$ cat src/rtl/aes_defines.svh
// Shared AES width macros used by the key scheduler and round datapath.
`ifndef AES_DEFINES_SVH
`define AES_DEFINES_SVH
`define AES_BLOCK_SIZE 128
`define AES_WORD_SIZE 32
`define AES_BYTE_SIZE 8
`endif

$ cat src/rtl/aes_pkg.sv
// Shared AES constants, scheduler state type and GF(2^8) helpers.
`include "aes_defines.svh"

package aes_pkg;

    localparam int AES_ROUNDS = 10;

    typedef enum logic [1:0] {
        ST_IDLE,
        ST_EXPAND,
        ST_READY
    } ks_state_e;

    localparam logic [`AES_BYTE_SIZE-1:0] RCON [0:AES_ROUNDS] = '{
        8'h00, 8'h01, 8'h02, 8'h04, 8'h08, 8'h10, 8'h20, 8'h40, 8'h80, 8'h1b, 8'h36
    };

    localparam logic [`AES_BYTE_SIZE-1:0] SBOX [0:255] = '{
        8'h63, 8'h7c, 8'h77, 8'h7b, 8'hf2, 8'h6b, 8'h6f, 8'hc5, 8'h30, 8'h01, 8'h67, 8'h2b, 8'hfe, 8'hd7, 8'hab, 8'h76,
        8'hca, 8'h82, 8'hc9, 8'h7d, 8'hfa, 8'h59, 8'h47, 8'hf0, 8'had, 8'hd4, 8'ha2, 8'haf, 8'h9c, 8'ha4, 8'h72, 8'hc0,
        8'hb7, 8'hfd, 8'h93, 8'h26, 8'h36, 8'h3f, 8'hf7, 8'hcc, 8'h34, 8'ha5, 8'he5, 8'hf1, 8'h71, 8'hd8, 8'h31, 8'h15,
        8'h04, 8'hc7, 8'h23, 8'hc3, 8'h18, 8'h96, 8'h05, 8'h9a, 8'h07, 8'h12, 8'h80, 8'he2, 8'heb, 8'h27, 8'hb2, 8'h75,
        8'h09, 8'h83, 8'h2c, 8'h1a, 8'h1b, 8'h6e, 8'h5a, 8'ha0, 8'h52, 8'h3b, 8'hd6, 8'hb3, 8'h29, 8'he3, 8'h2f, 8'h84,
        8'h53, 8'hd1, 8'h00, 8'hed, 8'h20, 8'hfc, 8'hb1, 8'h5b, 8'h6a, 8'hcb, 8'hbe, 8'h39, 8'h4a, 8'h4c, 8'h58, 8'hcf,
        8'hd0, 8'hef, 8'haa, 8'hfb, 8'h43, 8'h4d, 8'h33, 8'h85, 8'h45, 8'hf9, 8'h02, 8'h7f, 8'h50, 8'h3c, 8'h9f, 8'ha8,
        8'h51, 8'ha3, 8'h40, 8'h8f, 8'h92, 8'h9d, 8'h38, 8'hf5, 8'hbc, 8'hb6, 8'hda, 8'h21, 8'h10, 8'hff, 8'hf3, 8'hd2,
        8'hcd, 8'h0c, 8'h13, 8'hec, 8'h5f, 8'h97, 8'h44, 8'h17, 8'hc4, 8'ha7, 8'h7e, 8'h3d, 8'h64, 8'h5d, 8'h19, 8'h73,
        8'h60, 8'h81, 8'h4f, 8'hdc, 8'h22, 8'h2a, 8'h90, 8'h88, 8'h46, 8'hee, 8'hb8, 8'h14, 8'hde, 8'h5e, 8'h0b, 8'hdb,
        8'he0, 8'h32, 8'h3a, 8'h0a, 8'h49, 8'h06, 8'h24, 8'h5c, 8'hc2, 8'hd3, 8'hac, 8'h62, 8'h91, 8'h95, 8'he4, 8'h79,
        8'he7, 8'hc8, 8'h37, 8'h6d, 8'h8d, 8'hd5, 8'h4e, 8'ha9, 8'h6c, 8'h56, 8'hf4, 8'hea, 8'h65, 8'h7a, 8'hae, 8'h08,
        8'hba, 8'h78, 8'h25, 8'h2e, 8'h1c, 8'ha6, 8'hb4, 8'hc6, 8'he8, 8'hdd, 8'h74, 8'h1f, 8'h4b, 8'hbd, 8'h8b, 8'h8a,
        8'h70, 8'h3e, 8'hb5, 8'h66, 8'h48, 8'h03, 8'hf6, 8'h0e, 8'h61, 8'h35, 8'h57, 8'hb9, 8'h86, 8'hc1, 8'h1d, 8'h9e,
        8'he1, 8'hf8, 8'h98, 8'h11, 8'h69, 8'hd9, 8'h8e, 8'h94, 8'h9b, 8'h1e, 8'h87, 8'he9, 8'hce, 8'h55, 8'h28, 8'hdf,
        8'h8c, 8'ha1, 8'h89, 8'h0d, 8'hbf, 8'he6, 8'h42, 8'h68, 8'h41, 8'h99, 8'h2d, 8'h0f, 8'hb0, 8'h54, 8'hbb, 8'h16
    };

    function automatic logic [7:0] xtime(input logic [7:0] b);
        return {b[6:0], 1'b0} ^ (b[7] ? 8'h1b : 8'h00);
    endfunction

    // Multiply by a 4-bit constant; enough for both MixColumns matrices.
    function automatic logic [7:0] gf_mul(input logic [7:0] a, input logic [3:0] c);
        logic [7:0] a2, a4, a8;
        a2 = xtime(a);
        a4 = xtime(a2);
        a8 = xtime(a4);
        return (c[0] ? a : 8'h00) ^ (c[1] ? a2 : 8'h00) ^ (c[2] ? a4 : 8'h00) ^ (c[3] ? a8 : 8'h00);
    endfunction

    function automatic logic [`AES_WORD_SIZE-1:0] sub_word(input logic [`AES_WORD_SIZE-1:0] w);
        return {SBOX[w[31:24]], SBOX[w[23:16]], SBOX[w[15:8]], SBOX[w[7:0]]};
    endfunction

endpackage

$ cat src/rtl/aes_columns_mixer.sv
// MixColumns (Encrypt=1) or InvMixColumns (Encrypt=0) over a 128-bit state.
`include "aes_defines.svh"

module aes_columns_mixer
    import aes_pkg::*;
(
    input  logic                       Encrypt,
    input  logic [`AES_BLOCK_SIZE-1:0] Data_in,
    output logic [`AES_BLOCK_SIZE-1:0] Data_out
);

    // First row of the circulant matrix; later rows are rotations of it.
    logic [3:0] m0, m1, m2, m3;

    assign m0 = Encrypt ? 4'd2 : 4'd14;
    assign m1 = Encrypt ? 4'd3 : 4'd11;
    assign m2 = Encrypt ? 4'd1 : 4'd13;
    assign m3 = Encrypt ? 4'd1 : 4'd9;

    for (genvar c = 0; c < 4; c++) begin : g_col
        logic [7:0] a [4];
        for (genvar r = 0; r < 4; r++) begin : g_byte
            assign a[r] = Data_in[127-32*c-8*r -: 8];
        end
        for (genvar r = 0; r < 4; r++) begin : g_row
            assign Data_out[127-32*c-8*r -: 8] = gf_mul(a[r], m0) ^ gf_mul(a[(r+1)%4], m1)
                                               ^ gf_mul(a[(r+2)%4], m2) ^ gf_mul(a[(r+3)%4], m3);
        end
    end

endmodule

$ cat src/rtl/aes_key_expansion_step.sv
// One AES-128 key expansion round: RotWord, SubWord, Rcon and word chaining.
`include "aes_defines.svh"

module aes_key_expansion_step
    import aes_pkg::*;
(
    input  logic [`AES_BLOCK_SIZE-1:0] prev_key,
    input  logic [`AES_BYTE_SIZE-1:0]  rcon,
    output logic [`AES_BLOCK_SIZE-1:0] next_key
);

    logic [`AES_WORD_SIZE-1:0] w0, w1, w2, w3, temp, n0, n1, n2, n3;

    assign w0 = prev_key[127:96];
    assign w1 = prev_key[95:64];
    assign w2 = prev_key[63:32];
    assign w3 = prev_key[31:0];

    assign temp = sub_word({w3[23:0], w3[31:24]}) ^ {rcon, 24'h000000};

    assign n0 = w0 ^ temp;
    assign n1 = w1 ^ n0;
    assign n2 = w2 ^ n1;
    assign n3 = w3 ^ n2;

    assign next_key = {n0, n1, n2, n3};

endmodule

$ cat src/rtl/aes_key_scheduler.sv
// AES-128 round key scheduler: expands a key once into an 11-entry buffer,
// then replays it in encrypt or equivalent-inverse-cipher decrypt order.
`include "aes_defines.svh"

module aes_key_scheduler
    import aes_pkg::*;
(
    input  logic                       Clk,
    input  logic                       Rst_n,
    input  logic                       Key_valid,
    output logic                       Key_ready,
    input  logic [`AES_BLOCK_SIZE-1:0] Key,
    input  logic                       Start,
    input  logic                       Encrypt,
    input  logic                       Next,
    output logic [`AES_BLOCK_SIZE-1:0] Round_key,
    output logic                       Round_key_valid,
    output logic [3:0]                 Round_num,
    output logic                       Last
);

    localparam logic [3:0] LAST_RN = 4'(AES_ROUNDS);

    ks_state_e state_q, state_d;
    logic [3:0] exp_cnt_q, exp_cnt_d;
    logic [3:0] round_num_q, round_num_d;
    logic       rkv_q, rkv_d;
    logic       enc_q, enc_d;

    logic [`AES_BLOCK_SIZE-1:0] rk_q [0:AES_ROUNDS];
    logic [`AES_BLOCK_SIZE-1:0] rk_d [0:AES_ROUNDS];

    logic [`AES_BLOCK_SIZE-1:0] step_out, sel_key, inv_key;
    logic [3:0] rd_idx;
    logic       load;

    // exp_cnt_q is the source entry; the step writes entry exp_cnt_q+1.
    aes_key_expansion_step u_step (
        .prev_key (rk_q[exp_cnt_q]),
        .rcon     (RCON[exp_cnt_q + 4'd1]),
        .next_key (step_out)
    );

    assign Key_ready = (state_q != ST_EXPAND);

    always_comb begin
        state_d     = state_q;
        exp_cnt_d   = exp_cnt_q;
        round_num_d = round_num_q;
        rkv_d       = rkv_q;
        enc_d       = enc_q;
        rk_d        = rk_q;
        load        = Key_valid && Key_ready;

        if (load) begin
            rk_d[0] = Key;
        end else if (state_q == ST_EXPAND) begin
            rk_d[exp_cnt_q + 4'd1] = step_out;
        end

        case (state_q)
            ST_IDLE: begin
                if (load) begin
                    state_d   = ST_EXPAND;
                    exp_cnt_d = 4'd0;
                end
            end
            ST_EXPAND: begin
                exp_cnt_d = exp_cnt_q + 4'd1;
                if (exp_cnt_q == LAST_RN - 4'd1) state_d = ST_READY;
            end
            ST_READY: begin
                // A new key beats Start, which beats Next.
                if (load) begin
                    state_d     = ST_EXPAND;
                    exp_cnt_d   = 4'd0;
                    rkv_d       = 1'b0;
                    round_num_d = 4'd0;
                end else if (Start) begin
                    enc_d       = Encrypt;
                    round_num_d = 4'd0;
                    rkv_d       = 1'b1;
                end else if (Next && rkv_q) begin
                    if (round_num_q < LAST_RN) begin
                        round_num_d = round_num_q + 4'd1;
                    end else begin
                        rkv_d       = 1'b0;
                        round_num_d = 4'd0;
                    end
                end
            end
            default: state_d = ST_IDLE;
        endcase
    end

    always_ff @(posedge Clk) begin
        if (!Rst_n) begin
            state_q     <= ST_IDLE;
            exp_cnt_q   <= 4'd0;
            round_num_q <= 4'd0;
            rkv_q       <= 1'b0;
            enc_q       <= 1'b0;
        end else begin
            state_q     <= state_d;
            exp_cnt_q   <= exp_cnt_d;
            round_num_q <= round_num_d;
            rkv_q       <= rkv_d;
            enc_q       <= enc_d;
        end
    end

    // Key buffer is not reset; it is only read after a completed expansion.
    always_ff @(posedge Clk) begin
        rk_q <= rk_d;
    end

    assign rd_idx = enc_q ? round_num_q : (LAST_RN - round_num_q);
    assign sel_key = rk_q[rd_idx];

    aes_columns_mixer u_inv_mix (
        .Encrypt  (1'b0),
        .Data_in  (sel_key),
        .Data_out (inv_key)
    );

    always_comb begin
        Round_key = '0;
        if (rkv_q) begin
            if (!enc_q && round_num_q != 4'd0 && round_num_q != LAST_RN) Round_key = inv_key;
            else Round_key = sel_key;
        end
    end

    assign Round_key_valid = rkv_q;
    assign Round_num       = round_num_q;
    assign Last            = rkv_q && (round_num_q == LAST_RN);

endmodule

$ cat config.mk
export PLATFORM = sky130hd
export DESIGN_NAME = aes_key_scheduler
export DESIGN_NICKNAME = d
export VERILOG_FILES = /design/src/rtl/aes_pkg.sv /design/src/rtl/aes_columns_mixer.sv /design/src/rtl/aes_key_expansion_step.sv /design/src/rtl/aes_key_scheduler.sv
export VERILOG_INCLUDE_DIRS = /design/src /design/src/rtl
export SDC_FILE = /design/constraint.sdc
export NUM_CORES = 2
export LEC_CHECK = 0
export BUFFER_PORTS_ARGS = -buffer_cell sky130_fd_sc_hd__buf_2
export CORE_UTILIZATION = 23
export DETAILED_ROUTE_END_ITERATION = 16
export GPL_ROUTABILITY_DRIVEN = 0
export GPL_TIMING_DRIVEN = 0
export PLACE_DENSITY = 0.41
export SLEW_MARGIN = 20
export SYNTH_ARGS = -nofsm -noshare
export SYNTH_HDL_FRONTEND = slang
export SYNTH_HIERARCHICAL = 1
export SYNTH_SLANG_ARGS = --single-unit
$ cat constraint.sdc
create_clock -name Clk -period 18.6 [get_ports Clk]
set_clock_uncertainty 0.2 [all_clocks]
set_input_delay 0.93 -clock Clk [delete_from_list [all_inputs] [get_ports Clk]]
set_output_delay 0.93 -clock Clk [all_outputs]
set_load 0.05 [all_outputs]
[Word-level counts from Yosys, hierarchy flattened]
Memories as Yosys holds them, arrays and structs flattened.
Cells that the tools add are included.
Word-level totals
  bits in registers: 1420
  memory bits (read-only): 8320
  bits of input ports: 134
  memories kept: 5
  logic and storage cells: 367
  output and inout bits: 135
Cells by class
  mux-type cells: 85
  order comparisons: 9
  add/subtract/negate cells: 3
  bitwise gates (word level): 221
  reductions and logical operators: 19
  equality and inequality tests: 9
Memory list
  (name not given): depth 256, width 8, read ports 1, clocked after Yosys merged registers in 0, wr ports 0, line aes_pkg.sv:51  | return {SBOX[w[31:24]], SBOX[w[23:16]], SBOX[w[15:8]], SBOX[w[7:0]]};
  (name not given): depth 256, width 8, read ports 1, clocked after Yosys merged registers in 0, wr ports 0, line aes_pkg.sv:51
  (name not given): depth 256, width 8, read ports 1, clocked after Yosys merged registers in 0, wr ports 0, line aes_pkg.sv:51
  (name not given): depth 256, width 8, read ports 1, clocked after Yosys merged registers in 0, wr ports 0, line aes_pkg.sv:51
  (name not given): depth 16, width 8, read ports 1, clocked after Yosys merged registers in 0, wr ports 0, line aes_key_scheduler.sv:40  | .rcon (RCON[exp_cnt_q + 4'd1]),
Operators by type and width (number)
  8-bit bitwise XOR: 201
  1408-bit bitwise mux: 1
  1408-bit 2-to-1 mux: 1
  128-bit binary-select mux with 4-bit select: 2
  128-bit 2-to-1 mux: 8
  128-bit demux with 4-bit select: 1
  5-bit 2-to-1 mux: 48
  32-bit bitwise XOR: 5
  8-bit 2-to-1 mux: 10
  8-bit by 5-bit bitwise XOR with 8-bit output: 7
  9-bit >= comparator (second input constant): 4
  8-bit NOT with 9-bit output: 4
  4-bit 2-to-1 mux: 6
  5-bit >= comparator (second input constant): 3
  4-bit NOT with 5-bit output: 3
  4-bit by 1-bit adder with 4-bit output (second input constant): 2
  4-bit equality test (second input constant): 2
  4-bit one-hot mux with 2 select lines: 1
  2-bit AND reduction: 4
  1-bit logical AND: 6
  2-bit by 1-bit != test with 1-bit output (second input constant): 3
  3-bit AND reduction: 2
  5-bit by 1-bit less-than comparator with 1-bit output (second input constant): 1
  4-bit less-than comparator (second input constant): 1
  15 further kinds: 20

[Longest topological paths before layout]
  depth after elaboration: 18
  mapped depth: 23

[By module]
The synthesis kept the hierarchy.
Modules (own cells, without submodules)
  aes_key_scheduler: area an instance 69868.3 um^2, instances 1, cells each 4375, seq. area each 42520.8 um^2
  aes_key_expansion_step: area an instance 16281.9 um^2, instances 1, cells each 2339, seq. area each 0.0 um^2
  aes_columns_mixer: area an instance 9379.0 um^2, instances 1, cells each 1105, seq. area each 0.0 um^2

[Least setup slack after synthesis]
OpenSTA, ideal clock, no wires.
  path type: reg2reg
  from: register, netlist name exp_cnt_q[0]
  to: register rk_q[640] in the netlist's numbering (enable)
  arrival: 9.744 ns
  cell stages (with the launch flop): 7
  data required time: 17.628 ns
  library setup time: 0.772 ns
  path slack: 7.884 ns
  path buffers: 2
  cell sequence: dfxtp_1 > buf_2 > buf_2 > inv_1 > ha_1 > nand2_1 > nor3_1
RTL lines
  to (signal assigned): line aes_key_scheduler.sv:114  | rk_q <= rk_d;
  to (decl): line aes_key_scheduler.sv:30  | logic [`AES_BLOCK_SIZE-1:0] rk_q [0:AES_ROUNDS];

==> results.json <==
{
  "fp.dieArea_mm2": 0.418,
  "layout-drive-gt1-share": 0.256,
  "finalCoreUtilization": 0.272,
  "syn_area_per_cell_um2": 12.2,
  "register_area_mm2": 0.0425,
  "wl_met1_um": 202000,
  "critPathMaxStageDelay_ns": 0.87,
  "synth_edf_count": 1408,
  "cp.buffers_inverters": 8,
  "num_rows": 236,
  "portBuffers": 267,
  "post-cts-setup-buffers": 0,
  "finalSetupViolCount": 0,
  "worstHoldPathType": "in2reg",
  "worstPathMaxFanout": 13,
  "vdd_ir_drop_max_mv": 0.0753,
  "wirelength_um": 544000,
  "crit_arrival_ns": 10.39,
  "cp_slowest_cell": "o22ai_1",
  "grt_pass1_vias": 78500,
  "die_h_um": 646,
  "cts-htree-levels": 4,
  "grt_first_pass_wirelength_um": 718000,
  "power_density_mw_per_mm2": 100,
  "cp_data_required_time_ns": 19.15,
  "ant_nets": 0,
  "grt_overflow": 0,
  "start_util": 0.231,
  "dominantRegCellSynth": "edfxtp_1",
  "final_nets": 8638,
  "dp_hpwl_um": 413000,
  "crit_chain": "buf_2, buf_2, inv_1, nor2_1, buf_2, buf_2, a21oi_1, o22ai_1, buf_4, clkinv_1, ha_1, buf_2, nor2b_1, o32ai_1, a21o_1, mux4_2, o221ai_2, xor2_2, xor2_1, a22o_1",
  "clkTransAtPathRegs_ns": 0.06,
  "hold_violations": 0,
  "cap_violations": 0,
  "dr_total_vias": 80600,
  "status": "finished clean",
  "wl_met2_um": 236000,
  "wl_per_cell_um": 38.7,
  "fillers": 42900,
  "crit_family": "buffers and inverters",
  "fp.dieW_um": 646,
  "vias_per_cell": 5.74,
  "holdBufCountCts": 0,
  "relSlewSlack": 0.0423,
  "ff2ff_setup_slack_ns": 8.77,
  "drc": 0,
  "clock_latency_ns": 0.90,
  "p_leak_nw": 36.4,
  "syn_area_mm2": 0.0955,
  "crit_type": "reg2reg",
  "slew_violations": 0,
  "fmax_mhz": 102,
  "total_power_mw": 11.3,
  "ys_types": 132,
  "period_share": 0.529,
  "cpMostUsedCell": "buf_2",
  "antenna_found_initial": 42,
  "clockBufferDepth": 4,
  "drt_pass1_iterations": 10,
  "ctsResizeCount": 0,
  "start_kind": "flop",
  "synthArstFlopShare": 0,
  "routed.top_layer": "met5",
  "yosys_warnings": 6,
  "syn-instance-count": 7819,
  "ioPinCount": 269,
  "cts_tree": "built",
  "worst_pin_slew_ns": 1.43,
  "cts_buffers": 165,
  "multi_input_area_mm2": 0.0496,
  "rsz0062_at_grt": "false",
  "globalRouteTotalUtil": 0.251,
  "area_growth_pct": 17.6,
  "grt_max_degree": 31,
  "ys_ff_latch": 1420,
  "core_area_mm2": 0.413,
  "first_iter_violations": 13600,
  "synth_seq_area_share": 0.445,
  "clockRootBuffer": "clkbuf_16",
  "crit_path_end_kind": "flop",
  "wl_met3_um": 52800,
  "cts_sinks": 1420,
  "finalCriticalPeriod_ns": 9.83
}
-- synth_stat cells (all sizes together), types with 15 or more instances --
library cell	n	area share
nor3b	26	0.0021
a21o	17	0.0013
a211oi	55	0.0044
a211o	17	0.0016
edfxtp	1408	0.44
xnor3	36	0.0085
a311oi	40	0.0038
a32oi	21	0.0020
or2	32	0.0021
mux4	553	0.13
clkbuf	305	0.012
a22o	136	0.012
nor2	420	0.017
a31o	139	0.013
xnor2	816	0.078
o221ai	18	0.0018
o21a	15	0.0012
and2	38	0.0025
nor3	89	0.0048
o2111ai	21	0.0019
buf	471	0.029
or3	15	0.0010
mux2i	307	0.032
nand2	540	0.021
nand3	77	0.0040
o311ai	37	0.0034
o31ai	32	0.0025
ha	65	0.0085
xor2	235	0.022
a2111oi	27	0.0025
a22oi	271	0.028
mux2	25	0.0031
o22ai	148	0.0097
nand2b	236	0.015
nor2b	102	0.0069
o21ai	264	0.014
a21oi	271	0.014
a31oi	167	0.011
a221oi	34	0.0033
o211ai	32	0.0026
inv	52	0.0021
and3	25	0.0016
nand4	15	0.00098
-- worst register-to-register path: stages, from the launching register on --
cell	delay (ns)
dfxtp_1	0.46
buf_2	0.39
buf_2	0.70
inv_1	0.30
nor2_1	0.18
buf_2	0.44
buf_2	0.39
a21oi_1	0.13
o22ai_1	0.87
buf_4	0.34
clkinv_1	0.59
ha_1	0.57
buf_2	0.19
nor2b_1	0.54
o32ai_1	0.26
a21o_1	0.24
mux4_2	0.48
o221ai_2	0.65
xor2_2	0.84
xor2_1	0.70
a22o_1	0.26
-- path summary, 6_finish.rpt --
| check | from | cells after the start | to |
|---|---|---|---|
| hold / removal | Key[87] | 2 | rk_q[1367]$_DFFE_PP_ |
| setup / recovery | exp_cnt_q[0]$_SDFFE_PN0P_ | 20 | rk_q[1338]$_DFFE_PP_ |
| hold reg to reg | state_q[1]$_SDFFE_PN0P_ | 2 | state_q[1]$_SDFFE_PN0P_ |
| setup reg to reg | exp_cnt_q[0]$_SDFFE_PN0P_ | 20 | rk_q[1338]$_DFFE_PP_ |
-- layout make-up --
cell class / count / area share
Antenna cell: 13 / 0.000290
Timing Repair Buffer: 452 / 0.0361
Inverter: 60 / 0.00203
Multi-Input combinational cell: 5564 / 0.441
Tap cell: 5474 / 0.0610
Clock buffer: 200 / 0.0385
Clock inverter: 81 / 0.00676
Sequential cell: 1420 / 0.378
Buffer: 776 / 0.0359
-- power breakdown --
group,switching [mW],internal [mW],total (mW)
registers,0.0517,4.30,4.35
logic,2.67,0.993,3.66
clock network,1.41,1.84,3.25
total,4.13,7.13,11.3
-- cell families after synthesis --
logic type	Yosys count	synth area share
compound gates	1866	0.144
xor+xnor	1090	0.109
fa+ha+maj	65	0.00851
buf+inv	836	0.0440
flops	1420	0.445
mux	885	0.166
other cells	1	0.0000393
simple gates	1656	0.0830
-- cells in the final DEF, fill, tap and decap left out, types with 120 or more instances in the layout --
cell type  instances
edfxtp_1        1408
xnor2_1          743
buf_2            621
mux4_2           553
nand2_1          539
nor2_1           411
mux2i_1          306
clkbuf_1         298
a21oi_1          269
o21ai_0          255
nand2b_1         235
xor2_1           220
clkbuf_16        168
a31oi_1          159
a22oi_1          151
a31o_2           137
a22o_1           136
o22ai_1          131
a22oi_2          120
-- routing by layer --
layer	up-vias	GRT usage
met5	-	0.000578
met4	16	0.196
met3	1758	0.0612
met2	6087	0.385
met1	41300	0.303
li1	31400	-
-- registers in the layout (all words and copies together) (netlist names) --
name	count
enc_q	1
exp_cnt_q	4
Round_num	4
Round_key_valid	1
rk_q	1408
state_q	2
-- through the flow --
step / cells / area [um2] / TNS (ns) / setup WS, ns / hold slack [ns]
floorplan: 7820 / 95500 / 0 / 7.88 / 0.374
global placement: 13600 / 104000 / -3202.16 / -8.77 / 0.453
detailed placement: 13700 / 107000 / 0 / 8.71 / 0.450
CTS: 14000 / 112000 / 0 / 8.65 / 0.0901
global route: 14000 / 112000 / 0 / 8.58 / 0.111
finish: 14000 / 112000 / 0 / 8.77 / 0.125
Note: power is estimated with default switching activity, not from simulation.
